===== config.mk =====
export PLATFORM = sky130hd
export DESIGN_NAME = mem_bist_ctrl
export DESIGN_NICKNAME = d
export VERILOG_FILES = /design/src/rtl/mem_bist_ctrl_pkg.sv /design/src/rtl/mem_bist_ctrl_pattern.sv /design/src/rtl/mem_bist_ctrl.sv
export SDC_FILE = /design/constraint.sdc
export NUM_CORES = 1
export LEC_CHECK = 0
export CORE_MARGIN = 2
export CORE_UTILIZATION = 52
export CTS_CLUSTER_DIAMETER = 30
export CTS_CLUSTER_SIZE = 40
export DETAILED_ROUTE_END_ITERATION = 10
export GPL_ROUTABILITY_DRIVEN = 1
export HOLD_SLACK_MARGIN = 0.02
export PLACE_DENSITY = 0.93
export SETUP_SLACK_MARGIN = 0.05
export SYNTH_ARGS = -nofsm -noshare
export SYNTH_HDL_FRONTEND = slang
export SYNTH_SLANG_ARGS = --single-unit

===== constraint.sdc =====
create_clock -name clk_i -period 4.37 [get_ports clk_i]
set_clock_uncertainty 0.1 [all_clocks]
set_input_delay 0.874 -clock clk_i [delete_from_list [all_inputs] [get_ports clk_i]]
set_output_delay 0.874 -clock clk_i [all_outputs]
set_load 0.01 [all_outputs]

===== src/rtl/mem_bist_ctrl_pkg.sv =====
// Shared types and defaults for the memory BIST controller: FSM states, march phases
// and the phase-sequencing helpers used by the controller and the pattern generator.
package mem_bist_ctrl_pkg;

    localparam int unsigned DEF_ADDR_WIDTH = 9;
    localparam int unsigned DEF_WIDTH      = 16;
    localparam int unsigned DEF_DEPTH      = 512;
    localparam int unsigned DEF_TIMEOUT    = 64;
    localparam logic [15:0] DEF_SEED       = 16'hA5A5;

    typedef enum logic [2:0] {
        ST_IDLE,
        ST_REQ,
        ST_WAIT,
        ST_GAP,
        ST_DONE
    } state_e;

    typedef enum logic [1:0] {
        PH_W0,
        PH_R0,
        PH_W1,
        PH_R1
    } phase_e;

    function automatic logic isWritePhase(phase_e p);
        return (p == PH_W0) || (p == PH_W1);
    endfunction

    // The second half of the march works on the complemented pattern.
    function automatic logic isInvertedPhase(phase_e p);
        return (p == PH_W1) || (p == PH_R1);
    endfunction

    function automatic phase_e nextPhase(phase_e p);
        phase_e n;
        case (p)
            PH_W0:   n = PH_R0;
            PH_R0:   n = PH_W1;
            PH_W1:   n = PH_R1;
            default: n = PH_R1;
        endcase
        return n;
    endfunction

endpackage


===== src/rtl/mem_bist_ctrl_pattern.sv =====
// March data generator: address xor seed, complemented in the W1/R1 phases.
// The same value serves as write data and as the expected read data.
module mem_bist_pattern
    import mem_bist_ctrl_pkg::*;
#(
    parameter int unsigned      ADDR_WIDTH = DEF_ADDR_WIDTH,
    parameter int unsigned      WIDTH      = DEF_WIDTH,
    parameter logic [WIDTH-1:0] SEED       = DEF_SEED
) (
    input  logic [ADDR_WIDTH-1:0] addr_i,
    input  logic [1:0]            phase_i,
    output logic [WIDTH-1:0]      data_o
);

    logic [WIDTH-1:0] baseData;

    always_comb begin
        baseData = WIDTH'(addr_i) ^ SEED;
        data_o   = isInvertedPhase(phase_e'(phase_i)) ? ~baseData : baseData;
    end

endmodule


===== src/rtl/mem_bist_ctrl.sv =====
// Memory BIST master: marches W0/R0/W1/R1 over the array through a valid/ready port
// and reports pass/fail, a saturating error count, the first failing address and timeout.
module mem_bist_ctrl
    import mem_bist_ctrl_pkg::*;
#(
    parameter int unsigned      ADDR_WIDTH = DEF_ADDR_WIDTH,
    parameter int unsigned      WIDTH      = DEF_WIDTH,
    parameter int unsigned      DEPTH      = DEF_DEPTH,
    parameter logic [WIDTH-1:0] SEED       = DEF_SEED,
    parameter int unsigned      TIMEOUT    = DEF_TIMEOUT
) (
    input  logic                  clk_i,
    input  logic                  rst_i,
    input  logic                  start_i,
    output logic                  busy_o,
    output logic                  done_o,
    output logic                  pass_o,
    output logic                  timeout_o,
    output logic [15:0]           err_cnt_o,
    output logic [ADDR_WIDTH-1:0] first_err_addr_o,
    output logic [ADDR_WIDTH-1:0] addr_o,
    output logic                  wr_rd_o,
    output logic [WIDTH-1:0]      wdata_o,
    output logic                  valid_o,
    input  logic                  ready_i,
    input  logic [WIDTH-1:0]      rdata_i
);

    localparam int unsigned           TIMER_W     = $clog2(TIMEOUT + 1);
    localparam logic [TIMER_W-1:0]    TIMER_LIMIT = TIMER_W'(TIMEOUT);
    localparam logic [TIMER_W-1:0]    TIMER_ONE   = TIMER_W'(1);
    localparam logic [ADDR_WIDTH-1:0] LAST_ADDR   = ADDR_WIDTH'(DEPTH - 1);
    localparam logic [ADDR_WIDTH-1:0] ADDR_ONE    = ADDR_WIDTH'(1);
    localparam logic [15:0]           ERR_ONE     = 16'd1;

    state_e                state_q, state_d;
    phase_e                phase_q, phase_d;
    logic [ADDR_WIDTH-1:0] addr_q, addr_d;
    logic [TIMER_W-1:0]    timer_q, timer_d;
    logic [15:0]           errCnt_q, errCnt_d;
    logic [ADDR_WIDTH-1:0] firstErr_q, firstErr_d;
    logic                  timeout_q, timeout_d;

    logic [WIDTH-1:0]      expData;
    logic [TIMER_W-1:0]    timerNext;
    logic                  writePhase;
    logic                  mismatch;
    logic                  accessActive;

    mem_bist_pattern #(
        .ADDR_WIDTH (ADDR_WIDTH),
        .WIDTH      (WIDTH),
        .SEED       (SEED)
    ) u_pattern (
        .addr_i  (addr_q),
        .phase_i (phase_q),
        .data_o  (expData)
    );

    always_ff @(posedge clk_i) begin
        if (rst_i) begin
            state_q    <= ST_IDLE;
            phase_q    <= PH_W0;
            addr_q     <= '0;
            timer_q    <= '0;
            errCnt_q   <= '0;
            firstErr_q <= '0;
            timeout_q  <= 1'b0;
        end else begin
            state_q    <= state_d;
            phase_q    <= phase_d;
            addr_q     <= addr_d;
            timer_q    <= timer_d;
            errCnt_q   <= errCnt_d;
            firstErr_q <= firstErr_d;
            timeout_q  <= timeout_d;
        end
    end

    always_comb begin
        state_d    = state_q;
        phase_d    = phase_q;
        addr_d     = addr_q;
        timer_d    = timer_q;
        errCnt_d   = errCnt_q;
        firstErr_d = firstErr_q;
        timeout_d  = timeout_q;
        timerNext  = timer_q + TIMER_ONE;
        writePhase = isWritePhase(phase_q);
        mismatch   = !writePhase && (rdata_i != expData);

        unique case (state_q)
            ST_IDLE, ST_DONE: begin
                if (start_i) begin
                    state_d    = ST_REQ;
                    phase_d    = PH_W0;
                    addr_d     = '0;
                    timer_d    = '0;
                    errCnt_d   = '0;
                    firstErr_d = '0;
                    timeout_d  = 1'b0;
                end
            end
            ST_REQ: begin
                state_d = ST_WAIT;
            end
            ST_WAIT: begin
                timer_d = timerNext;
                if (ready_i) begin
                    state_d = ST_GAP;
                    // A non-zero count already means the first failing address is latched.
                    if (mismatch) begin
                        if (errCnt_q != '1) begin
                            errCnt_d = errCnt_q + ERR_ONE;
                        end
                        if (errCnt_q == '0) begin
                            firstErr_d = addr_q;
                        end
                    end
                end else if (timerNext == TIMER_LIMIT) begin
                    state_d   = ST_DONE;
                    timeout_d = 1'b1;
                end
            end
            ST_GAP: begin
                timer_d = timerNext;
                if (!ready_i) begin
                    timer_d = '0;
                    state_d = ST_REQ;
                    if (addr_q == LAST_ADDR) begin
                        addr_d = '0;
                        if (phase_q == PH_R1) begin
                            state_d = ST_DONE;
                        end else begin
                            phase_d = nextPhase(phase_q);
                        end
                    end else begin
                        addr_d = addr_q + ADDR_ONE;
                    end
                end else if (timerNext == TIMER_LIMIT) begin
                    state_d   = ST_DONE;
                    timeout_d = 1'b1;
                end
            end
            default: begin
                state_d = ST_IDLE;
            end
        endcase
    end

    // Request signals are forced to zero outside REQ/WAIT so they can only move while valid is low.
    always_comb begin
        accessActive     = (state_q == ST_REQ) || (state_q == ST_WAIT);
        valid_o          = accessActive;
        wr_rd_o          = accessActive && isWritePhase(phase_q);
        wdata_o          = (accessActive && isWritePhase(phase_q)) ? expData : '0;
        addr_o           = addr_q;
        busy_o           = accessActive || (state_q == ST_GAP);
        done_o           = (state_q == ST_DONE);
        pass_o           = (state_q == ST_DONE) && (errCnt_q == '0) && !timeout_q;
        timeout_o        = timeout_q;
        err_cnt_o        = errCnt_q;
        first_err_addr_o = firstErr_q;
    end

endmodule


## Word-level counts from Yosys, hierarchy flattened

Index checks and enable logic that the tools add are counted.

- Input bits: 20
- Word-level logic and storage cells: 92
- Flip-flop bits (word level): 47
- Output and inout bits: 56

- Eq/ne operators: 21
- Multiplexer cells: 36
- Reduce and logical (&&, ||, !) cells: 23
- Bitwise logic cells: 2
- Add/sub/neg operators: 3

Operators by type and width:

| cell | number |
|---|---|
| 16-bit 2-to-1 mux | 6 |
| 9-bit 2-to-1 mux | 6 |
| 9-bit one-hot mux with 2 select lines | 2 |
| 16-bit one-hot mux with 2 select lines | 1 |
| 7-bit one-hot mux with 3 select lines | 1 |
| 2-bit != test, second input constant | 10 |
| 3-bit 2-to-1 mux | 6 |
| 16-bit by 1-bit adder with 16-bit output, second input constant | 1 |
| 16-bit zero test | 1 |
| 16-bit != test | 1 |
| 16-bit != test, second input constant | 1 |
| 16-bit inverter | 1 |
| 5-bit AND reduction | 3 |
| 7-bit 2-to-1 mux | 2 |
| 3-bit one-hot mux with 4 select lines | 1 |
| 9-bit by 1-bit adder with 9-bit output, second input constant | 1 |
| 9-bit equality test, second input constant | 1 |
| 2-bit 2-to-1 mux | 4 |
| 5-bit inverter with 8-bit output | 1 |
| 2-bit one-hot mux with 2 select lines | 2 |
| 7-bit by 1-bit adder with 7-bit output, second input constant | 1 |
| 7-bit equality test, second input constant | 1 |
| 3-bit by 2-bit equality test with 1-bit output, second input constant | 2 |
| 2-bit equality test, second input constant | 2 |
| 16 further kinds | 27 |

## Longest topological paths before layout

- Word-level depth: 8
- Gate-level depth with buffers: 9
- Depth with buffers taken out: 8

## Modules after synthesis

From an unflattened synthesis, not the netlist that was laid out.

- Cells, all modules: 365
- Area total of the unflattened synthesis: 2992.9 µm²

Modules (own cells, without submodules):

| module | area each (µm²) | cells each | times used |
|---|---|---|---|
| mem_bist_ctrl | 2857.7 | 348 | 1 |
| mem_bist_pattern | 135.1 | 17 | 1 |

## Worst setup path before layout

No wires, ideal clock.

- Path type: register to output
- From: register state_q[0]
- To: output port wdata_o[11]
- Arrival: 1.657 ns
- Stages on the path, launching flop included: 7
- Setup slack: 1.739 ns
- Required time: 3.396 ns
- Cells stage by stage: dfxtp_1 clkbuf_1 xnor2_1 or3_1 clkbuf_1 nor2_1 buf_4

- Longest elaborated chain between the ends: 4
- Elaborated cells on any way between the ends: 5
- Those cells by class: 2 x eq/ne; 1 x mux; 2 x reduce/logical

Ends and longest elaborated chain:

| element | line | RTL |
|---|---|---|
| start: declaration | mem_bist_ctrl.sv:36 | `state_e state_q, state_d;` |
| start signal: assignment | mem_bist_ctrl.sv:70 | `state_q <= state_d;` |
| 3-bit by 1-bit equality test with 1-bit output or 3-bit by 2-bit equality test with 1-bit output (tied branches) | mem_bist_ctrl.sv:153 | `accessActive = (state_q == ST_REQ) \|\| (state_q == ST_WAIT);` |
| 1-bit logical OR (*) | mem_bist_ctrl.sv:153 |  |
| 1-bit logical AND (*) | mem_bist_ctrl.sv:156 | `wdata_o = (accessActive && isWritePhase(phase_q)) ? expData : '0;` |
| 16-bit 2-to-1 mux (*) | mem_bist_ctrl.sv:156 |  |
| end: declaration | mem_bist_ctrl.sv:23 | `output logic [WIDTH-1:0] wdata_o,` |

Every way passes the cells marked *; elsewhere a longest branch is shown, timed or not.

## Final worst setup path

- From: register state_q[0]
- To: output port wdata_o[9]

The elaborated chain is that of the path after synthesis.

==> qor.yml <==
status: "finished clean"
start_util: 0.545
synth_flop_cell: "dfxtp_1"
overflow: 0
antenna_found_initial: 0
clk_latency_ps: 310
ant_nets: 0
layout.area.seq_um2: 941
whs_ps: 393
yosysTopAreaCell: "dfxtp_1"
fmax_ghz: 0.303
dp_hpwl_um: 5330
hp-start: "first_err_addr_o[4]$_SDFFE_PP0P_"
crit_fanout: 12
clkSlewWorstSetupHoldPaths_ps: 90
synthArstFlopShare: 0
cts_buffer_depth: 2
grt_start_max_net_pins: 33
drt_iter0_markers: 173
first_pass_iters: 4
clock_sink_count: 47
die_h_um: 77.4
core.rowCount: 26
syn_to_final_growth_pct: 30.4
hold_viol: 0
num-fill-cells: 395
crit_start: "state_q[0]$_SDFFE_PP0P_"
synth.top_cell.area_share: 0.336
synth_warnings: 0
clockRootBuffer: "clkbuf_8"
start_kind: "flop"
arrival_ps: 2330
seq_area_frac_synth: 0.336
placed_area_um2: 3510
synth.distinct_cells: 56
globalplace.congestion: 0.909
multi_input_area_um2: 1690
setup_violations: 0
min_period_over_period: 0.756
wl_per_cell_um: 14.7
final_area_um2: 3650
port_buffers: 75
critPathBufInv: 1
peakVddDrop_mv: 0.202
viasPerCell: 5.79
finalSetupTns_ps: 0
h-tree-depth: 2
die_x_um: 77.4
wl_um: 7200
ys_ff_latch: 47
grt_pass1_vias: 2671
dieArea_um2: 5990
cp.required_ps: 3400
pin_count: 76
path_class: "reg2out"
critPathMaxStageDelay_ps: 590
power_leakage_nw: 1.19
fin_util: 0.710
synth_edf_count: 0
maxCapViolations: 0
cts_made_buffers: 5
synthesis.nets: 385
diodes: 0
coreArea_um2: 5140
p_per_area_nw_per_um2: 277
post_cts_buffers: 0
r2r_start: "err_cnt_o[0]$_SDFFE_PP0P_"
worstPathCellList: "xnor2_1, or3_1, nor2_1, clkdlybuf4s50_1"
postCtsHoldBufs: 0
layout-drive-gt1-share: 0.0501
synth_area_um2: 2800
period_needed_ps: 3310
cts_tree: "done"
slew_violations: 0
synthCells: 359
yosys-top-cells-area: "dfxtp_1 (34%), a21oi_1 (6.8%), nor2_1 (6.3%), nand2_1 (5.0%), xnor2_1 (4.7%)"
setup.worst_path.end_class: "output port"
crit_slowest_cell: "clkdlybuf4s50_1"
hold_path_class: "reg2reg"
rsz0062_at_grt: "no"
grt_pass1_wl_um: 12100
cpLargestDelayFamily: "simple AND/OR/NAND/NOR gates"
relSlewSlack: 0.439
worstMarginPinSlew_ps: 838
ctsResizeCount: 0
vias: 2829
syn_avg_cell_area_um2: 7.80
remaining_drc_errors: 0
nets: 444
grt_usage: 0.244
==> cells in the final DEF (no fill, tap or decap), types with 3 or more instances in the layout <==
master	instances
dfxtp_1	47
or4_1	7
o21ai_0	12
nor2_1	47
nand2b_1	4
nor3_1	5
nand4_1	12
a21oi_1	38
nand3b_1	10
nor4_1	3
clkbuf_8	5
nand3_1	10
o31ai_1	6
xnor2_1	15
clkdlybuf4s50_1	75
inv_1	10
or3_1	12
nand2_1	37
ha_1	6
xor2_1	13
==> where the power goes <==
group          internal [mW]  switching (mW)
Clock                  0.228           0.157
Sequential             0.433          0.0123
Combinational         0.0869          0.0923
Total                  0.748           0.261
==> synthesized netlist by cell type (2+ instances only) <==
cell type  instances
o41ai_1            2
dfxtp_1           47
xnor2_1           15
o31ai_1            6
a31oi_1            2
clkbuf_1           6
nand3b_1          10
buf_2              6
o21ai_0           12
o21a_1             2
nand2_1           37
nor4bb_1           2
nand3_1           10
nor3_1             5
xor2_1            13
buf_4              6
nand2b_1           4
or3_1             12
nand4_1           12
clkbuf_2           4
o22ai_1            2
ha_1               6
a311oi_1           2
nor4b_1            2
a21oi_1           38
nor2b_1            2
nor4_1             3
nor2_1            47
or4_1              7
a22oi_1            2
inv_1             10
==> per-layer routing <==
layer,routed length (um),vias up,global-route usage
met5,0,-,0
met4,101,0,0.0893
met3,403,12,0.0570
met2,3700,98,0.430
met1,2990,1322,0.289
li1,-,1397,-
==> worst paths after layout <==
kind                                                    endpoint  depth (start not counted)  slack [ps]
worst max-delay path                                  wdata_o[9]                          4        1060
worst min register to register  first_err_addr_o[4]$_SDFFE_PP0P_                          2         390
worst min-delay path            first_err_addr_o[4]$_SDFFE_PP0P_                          2         390
worst max register to register  first_err_addr_o[3]$_SDFFE_PP0P_                          8        1760
==> metrics by stage <==
stage | total power, mW | setup WS [ps] | cells
4_1_cts | 1.01 | 1050 | 489
6_report | 1.01 | 1060 | 489
5_1_grt | 1.05 | 893 | 489
3_5_place_dp | 0.634 | 1210 | 481
2_1_floorplan | 0.552 | 1740 | 359
3_3_place_gp | 0.628 | 1350 | 481
==> final cells by class <==
class | count | share of cell area
repair buffers | 76 | 0.208
well taps | 70 | 0.0240
clock buffers | 5 | 0.0189
clock inverters | 3 | 0.0185
inverters | 10 | 0.0103
multi-input cells | 278 | 0.463
flip-flops and latches | 47 | 0.258
==> registers in the layout, summed over array words and instances, names as in the netlist <==
name and count:
err_cnt_o 16, state_q 3, first_err_addr_o 9, timer_q 7, timeout_o 1, addr_o 9, phase_q 2
==> worst reg2reg max path: stages (launching register included) <==
cell      delay (ps)
dfxtp_1          380
inv_1             80
ha_1             130
nor4b_1          290
nand4_1          210
or3_1            440
a41oi_2          570
nand3b_1         200
a21oi_1           70
==> logic make-up (layout without fill, tap and decap cells) <==
logic type	count (synthesis)	after routing	synth area share
AOI/OAI and AO/OA	78	78	0.175
xor gates and xnor gates	28	28	0.0876
DFF	47	47	0.336
buffers and inverters	34	94	0.0608
and+or+nand+nor	165	165	0.310
muxes	1	1	0.00358
adders and majority gates	6	6	0.0268
(Power assumes the default switching activity.)
